<file path="config.mk">
export PLATFORM = sky130hd
export DESIGN_NAME = pll_lock_monitor
export DESIGN_NICKNAME = d
export VERILOG_FILES = /design/src/rtl/pll_lock_monitor.sv
export SDC_FILE = /design/constraint.sdc
export NUM_CORES = 1
export LEC_CHECK = 0
export BUFFER_PORTS_ARGS = -buffer_cell sky130_fd_sc_hd__clkbuf_2
export CAP_MARGIN = 20
export CELL_PAD_IN_SITES_DETAIL_PLACEMENT = 0
export CELL_PAD_IN_SITES_GLOBAL_PLACEMENT = 1
export CORE_MARGIN = 2
export CORE_UTILIZATION = 37
export DETAILED_ROUTE_END_ITERATION = 16
export PLACE_DENSITY_LB_ADDON = 0.1
export SYNTH_ARGS = -nofsm -noshare
export SYNTH_HDL_FRONTEND = slang
export SYNTH_SLANG_ARGS = --single-unit
</file>
<file path="constraint.sdc">
create_clock -name clock -period 2.2 [get_ports clock]
set_input_delay 0.11 -clock clock [delete_from_list [all_inputs] [get_ports clock]]
set_output_delay 0.11 -clock clock [all_outputs]
set_load 0.1 [all_outputs]
</file>
<file path="src/rtl/pll_lock_monitor.sv">
// -----------------------------------------------------------------------------
// pll_lock_monitor
//
// Watches an asynchronous PLL lock flag and, once lock has been seen
// continuously for STABLE_CYCLES reference-clock cycles, releases an active-high
// reset for the downstream (pixel / TMDS) domains. An optional heartbeat
// frequency check counts heartbeat toggles per WINDOW cycles and flags a
// generated clock that runs at the wrong rate.
//
// Optional feature macro: FREQ_CHECK_EN
//   defined   : heartbeat synchronizer, window and edge counters are built; a
//               bad window while running forces HOLD and sets fault.
//   undefined : heartbeat is ignored; hb_count = 0, hb_valid = 0, hb_ok = 1.
//
// Ports
//   clock        in   reference/monitor clock (single clock domain)
//   reset        in   synchronous, active-high reset
//   locked_in    in   PLL lock flag, asynchronous
//   heartbeat    in   toggle from the monitored domain, asynchronous
//   clear_fault  in   synchronous pulse, clears fault
//   rst_out      out  active-high reset for downstream domains
//   ready        out  inverse of rst_out
//   hb_count     out  heartbeat edge count of the last completed window
//   hb_valid     out  one-cycle pulse when hb_count updates
//   hb_ok        out  last completed window count within [HB_MIN, HB_MAX]
//   fault        out  sticky: lock lost or frequency bad while running
// -----------------------------------------------------------------------------
module pll_lock_monitor #(
  parameter int unsigned STABLE_CYCLES = 1024,
  parameter int unsigned WINDOW        = 4096,
  parameter int unsigned HB_MIN        = 800,
  parameter int unsigned HB_MAX        = 840,
  parameter int unsigned SYNC_STAGES   = 2
) (
  input  logic        clock,
  input  logic        reset,
  input  logic        locked_in,
  input  logic        heartbeat,
  input  logic        clear_fault,
  output logic        rst_out,
  output logic        ready,
  output logic [15:0] hb_count,
  output logic        hb_valid,
  output logic        hb_ok,
  output logic        fault
);

  localparam int unsigned STAB_W = $clog2(STABLE_CYCLES);

  typedef enum logic [1:0] {
    ST_HOLD = 2'd0,
    ST_WAIT = 2'd1,
    ST_RUN  = 2'd2
  } state_t;

  state_t                 state_q, state_d;
  logic [STAB_W-1:0]      stab_q, stab_d;
  logic                   fault_q, fault_d;
  logic                   fault_set_s;
  logic [SYNC_STAGES-1:0] lock_sync_q;
  logic                   locked_s;
  logic                   bad_window_s;

  // Lock flag synchronizer chain; newest sample enters at bit 0.
  always_ff @(posedge clock) begin
    if (reset) begin
      lock_sync_q <= '0;
    end else begin
      lock_sync_q <= {lock_sync_q[SYNC_STAGES-2:0], locked_in};
    end
  end

  assign locked_s = lock_sync_q[SYNC_STAGES-1];

`ifdef FREQ_CHECK_EN
  localparam int unsigned WIN_W = $clog2(WINDOW);

  logic [SYNC_STAGES-1:0] hb_sync_q;
  logic                   hb_dly_q;
  logic                   hb_s;
  logic                   hb_edge_s;
  logic [WIN_W-1:0]       win_q, win_d;
  logic [15:0]            edge_q, edge_d;
  logic [15:0]            edge_sum_s;
  logic [15:0]            hb_count_q, hb_count_d;
  logic                   hb_valid_q, hb_valid_d;
  logic                   hb_ok_q, hb_ok_d;
  logic                   wrap_s;
  logic                   in_range_s;

  assign hb_s      = hb_sync_q[SYNC_STAGES-1];
  // Both heartbeat edges count, so any change of the synchronized level is one edge.
  assign hb_edge_s = hb_s ^ hb_dly_q;

  // Heartbeat synchronizer, edge-detect flop and window bookkeeping registers.
  always_ff @(posedge clock) begin
    if (reset) begin
      hb_sync_q  <= '0;
      hb_dly_q   <= 1'b0;
      win_q      <= '0;
      edge_q     <= 16'd0;
      hb_count_q <= 16'd0;
      hb_valid_q <= 1'b0;
      hb_ok_q    <= 1'b0;
    end else begin
      hb_sync_q  <= {hb_sync_q[SYNC_STAGES-2:0], heartbeat};
      hb_dly_q   <= hb_s;
      win_q      <= win_d;
      edge_q     <= edge_d;
      hb_count_q <= hb_count_d;
      hb_valid_q <= hb_valid_d;
      hb_ok_q    <= hb_ok_d;
    end
  end

  // Window counter wrap, saturating edge accumulation and window result capture.
  always_comb begin
    win_d        = win_q;
    edge_d       = edge_q;
    hb_count_d   = hb_count_q;
    hb_valid_d   = 1'b0;
    hb_ok_d      = hb_ok_q;
    bad_window_s = 1'b0;

    // The edge seen on the wrap cycle still belongs to the closing window.
    if (edge_q == 16'hFFFF) begin
      edge_sum_s = edge_q;
    end else begin
      edge_sum_s = edge_q + {15'd0, hb_edge_s};
    end

    wrap_s     = (win_q == WIN_W'(WINDOW - 1));
    in_range_s = (edge_sum_s >= 16'(HB_MIN)) && (edge_sum_s <= 16'(HB_MAX));

    if (wrap_s) begin
      win_d        = '0;
      edge_d       = 16'd0;
      hb_count_d   = edge_sum_s;
      hb_valid_d   = 1'b1;
      hb_ok_d      = in_range_s;
      bad_window_s = ~in_range_s;
    end else begin
      win_d  = win_q + WIN_W'(1);
      edge_d = edge_sum_s;
    end
  end

  assign hb_count = hb_count_q;
  assign hb_valid = hb_valid_q;
  assign hb_ok    = hb_ok_q;
`else
  logic unused_s;

  // Heartbeat and window parameters have no function without the frequency check.
  assign unused_s     = heartbeat ^ (^(WINDOW + HB_MIN + HB_MAX));
  assign bad_window_s = 1'b0;
  assign hb_count     = 16'd0;
  assign hb_valid     = 1'b0;
  assign hb_ok        = 1'b1;
`endif

  // State, qualification counter and sticky fault registers.
  always_ff @(posedge clock) begin
    if (reset) begin
      state_q <= ST_HOLD;
      stab_q  <= '0;
      fault_q <= 1'b0;
    end else begin
      state_q <= state_d;
      stab_q  <= stab_d;
      fault_q <= fault_d;
    end
  end

  // Lock qualification next-state logic and fault set/clear arbitration.
  always_comb begin
    state_d     = state_q;
    stab_d      = stab_q;
    fault_set_s = 1'b0;

    case (state_q)
      ST_HOLD: begin
        if (locked_s) begin
          state_d = ST_WAIT;
          stab_d  = '0;
        end else begin
          state_d = ST_HOLD;
        end
      end
      ST_WAIT: begin
        // Any low sample restarts qualification from scratch.
        if (!locked_s) begin
          state_d = ST_HOLD;
        end else if (stab_q == STAB_W'(STABLE_CYCLES - 1)) begin
          state_d = ST_RUN;
        end else begin
          stab_d = stab_q + STAB_W'(1);
        end
      end
      ST_RUN: begin
        if (!locked_s || bad_window_s) begin
          state_d     = ST_HOLD;
          fault_set_s = 1'b1;
        end else begin
          state_d = ST_RUN;
        end
      end
      default: begin
        state_d = ST_HOLD;
        stab_d  = '0;
      end
    endcase

    // A new fault in the same cycle as clear_fault must not be lost.
    if (fault_set_s) begin
      fault_d = 1'b1;
    end else if (clear_fault) begin
      fault_d = 1'b0;
    end else begin
      fault_d = fault_q;
    end
  end

  // Decoded straight from the state register so release/assert latency is exact.
  assign rst_out = (state_q != ST_RUN);
  assign ready   = (state_q == ST_RUN);
  assign fault   = fault_q;

endmodule

</file>
==> metrics.txt <==
critical path's top delay family=compound AO/OA/AOI/OAI gates; maximum vdd ir drop=0.316 mV; source-to-sink clock delay at the later pin of the worst-skew pair=280 ps; Buf/Inv on CP=1; post-cts resize count=0; netlist area before placement=981 µm²; routed length per placed instance=11.8 µm; register share of total power=46.2%; type of the worst setup path=flip-flop to flip-flop; list of cells traversed by the critical path=inv_1 -> ha_1 -> and2b_1 -> nand3_1 -> o32ai_2 -> a221o_1; total track usage=11.7%; number of levels the H-tree was split into=1; DRT Wirelength=1780 µm; post-synthesis register bit count=15; R2R Path End=stab_q[6]; setup slack of the worst register-to-register path=260 ps; CP Data Arrival Time=2170 ps; core area=2500 µm²; CTS buffer count=3; total power of the final layout=0.596 mW; input/output buffers=6; proportion of power drawn by the clock network=26.8%; highest routing layer actually used=met4; Area Growth Syn to Fin=2.68%; total die area=3080 µm²; P_sw=0.241 mW; largest buffer count on any clock path=2; maximum clock frequency=0.515 GHz; Reg2Reg Depth=6; Non-Filler Instances=151; part of the total power dissipated in combinational logic=27.0%; cell-internal power=0.355 mW; areal power density over the cells=592 nW/µm²; setup tns final=0 ps; # Post-CTS Setup Buffers=0; switching power as a share of total power=40.5%; diode count=0; max capacitance violation total=0; final setup violation count=0; final global-route overflow total=0; Post-Synthesis Mean Instance Area=8.53 µm²; number of unique standard cell types used by synthesis=39; relative slew slack=64.2%; top-area cell type share of the netlist area=30.6%; mean number of vias per cell=4.92; sum of met3 wire segment lengths after detailed routing=104 µm; final hold violation count=0; number of antenna-violating nets in the routed design=0; required time at the worst-slack endpoint=2430 ps; yosys warns=0; HPWL Detailed=1340 µm; number of nets in the final layout=132; synthesized netlist cell count=115; Worst-Margin Slew=539 ps; Via Count=743; Pins Over Slew Limit=0; number of global-route vias before repair=647; horizontal die dimension=55.5 µm; top post-synthesis cells by area=sky130_fd_sc_hd__dfxtp_1 (31%), sky130_fd_sc_hd__buf_4 (14%), sky130_fd_sc_hd__ha_1 (6.4%); fraction of the yosys area taken by sequential cells=30.6%; number of flops mapped to enable cells by yosys=0; ratio of cells with drive above 1 in the final layout=13.2%; router iterations before antenna repair=4; routed metal-1 wirelength=813 µm; hold-fix buffer count after cts=0; min cycle time layout=1940 ps; type of the worst min-delay path=input pin to flip-flop; count of boundary I/O pins=26; Synth Flop Type=sky130_fd_sc_hd__dfxtp_1; launching point of the worst reg2reg path=state_q[1]; Clock Root Buffer=sky130_fd_sc_hd__clkbuf_4; initial antenna violation count=0; slowest library cell on the worst path=sky130_fd_sc_hd__o32ai_2; Worst Hold Slack=36.5 ps; Cells on Worst Hold Path=2; RSZ-0062 raised after global routing=no; peak per-stage delay on the critical path=440 ps; row count=18; CTS clock-pin slew for the worst setup and hold paths=90 ps; DRT iter0 DRCs=4; share of synthesized flip-flops with an asynchronous set or reset=0%; RePlAce Congestion=0.706; CTS tree=yes; list of most frequent post-synthesis cells=sky130_fd_sc_hd__buf_4 (18), sky130_fd_sc_hd__dfxtp_1 (15), sky130_fd_sc_hd__nor2_1 (10), sky130_fd_sc_hd__nand2_1 (9), sky130_fd_sc_hd__inv_1 (6); height of the chip=55.5 µm; status=finished clean; capture endpoint of the worst hold path=lock_sync_q[0]; static power due to leakage=0.417 nW; crit end category=flip-flop; CP Launch Type=flip-flop; wire length of the first global-routing pass=2880 µm; Initial Util=39.2%; most used standard cell by instance count after synthesis=sky130_fd_sc_hd__buf_4; largest net degree at the start of global routing=15; fin crit share=88.3%; remaining routing DRC violations=0; routed length on met2=847 µm; clock sink total=15; post-placement cell count=147; worst-path fanout max=10; startpoint of the most critical hold path=locked_in; maximum clock skew at final layout=4.90 ps; largest area contributor in the netlist=sky130_fd_sc_hd__dfxtp_1
## state kept, by name, summed over array words and instances (netlist names)
register / cells
lock_sync_q: 2
stab_q: 10
state_q: 2
fault: 1
## how the worst max path moves through the flow
stage	startpoint	to	depth (start not counted)	slack, ps
finish	state_q[1]	stab_q[6]	6	260
CTS	state_q[1]	stab_q[6]	6	230
global placement	state_q[1]	stab_q[7]	6	320
global route	state_q[1]	stab_q[6]	6	100
floorplan	state_q[0]	stab_q[6]	6	110
detailed placement	state_q[1]	stab_q[6]	6	270
## power by group through the flow
stage | Clock (mW) | Sequential, mW | Combinational, mW
6_report | 0.160 | 0.275 | 0.161
3_5_place_dp | 0 | 0.282 | 0.161
4_1_cts | 0.171 | 0.276 | 0.161
2_1_floorplan | 0 | 0.282 | 0.177
3_3_place_gp | 0 | 0.282 | 0.160
5_1_grt | 0.186 | 0.276 | 0.165
## area by class of cell
class,instances,area (µm²)
Fill cell,268,1490
Multi-Input combinational cell,90,587
Tap cell,30,37.5
Sequential cell,15,300
Inverter,6,26.3
Clock buffer,4,26.3
Timing Repair Buffer,6,30.0
## kinds of logic (layout without fill, tap and decap cells)
family,Yosys count,after routing,synth area share (%)
AND/OR/NAND/NOR,45,45,26.5
buffers and inverters,26,16,17.0
AO/OA/AOI/OAI,20,20,16.7
flip-flops,15,15,30.6
adder cells (fa/ha/maj),5,5,6.38
other,2,18,0.766
multiplexers,2,2,2.04
## layer usage
metal	vias to the layer above	track usage, %
met5	-	0
met4	0	2.79
met3	2	4.68
met2	21	18.5
met1	341	14.9
li1	379	-
## placed cells by master, fill, tap and decap left out, types with 2 or more instances in the layout
| cell | n |
|---|---|
| sky130_fd_sc_hd__nor3_1 | 4 |
| sky130_fd_sc_hd__o21ai_0 | 3 |
| sky130_fd_sc_hd__nor2_1 | 10 |
| sky130_fd_sc_hd__nand3_1 | 4 |
| sky130_fd_sc_hd__nand2b_1 | 3 |
| sky130_fd_sc_hd__nor2b_1 | 4 |
| sky130_fd_sc_hd__a31oi_1 | 2 |
| sky130_fd_sc_hd__conb_1 | 18 |
| sky130_fd_sc_hd__and2_1 | 2 |
| sky130_fd_sc_hd__dfxtp_1 | 15 |
| sky130_fd_sc_hd__clkbuf_2 | 6 |
| sky130_fd_sc_hd__mux2i_1 | 2 |
| sky130_fd_sc_hd__inv_1 | 5 |
| sky130_fd_sc_hd__a221o_1 | 2 |
| sky130_fd_sc_hd__clkbuf_4 | 3 |
| sky130_fd_sc_hd__nand2_1 | 9 |
| sky130_fd_sc_hd__o22a_1 | 2 |
| sky130_fd_sc_hd__ha_1 | 4 |
## metrics by stage
stage               worst slack (ps)  util [%]  instance area [µm²]
floorplan                        107         -                 1060
global placement                 324      39.2                  981
detailed placement               268      39.2                  981
CTS                              230      40.3                 1010
global route                     105      40.3                 1010
finish                           257      40.3                 1010
Note: power is estimated with default switching activity, not from simulation.
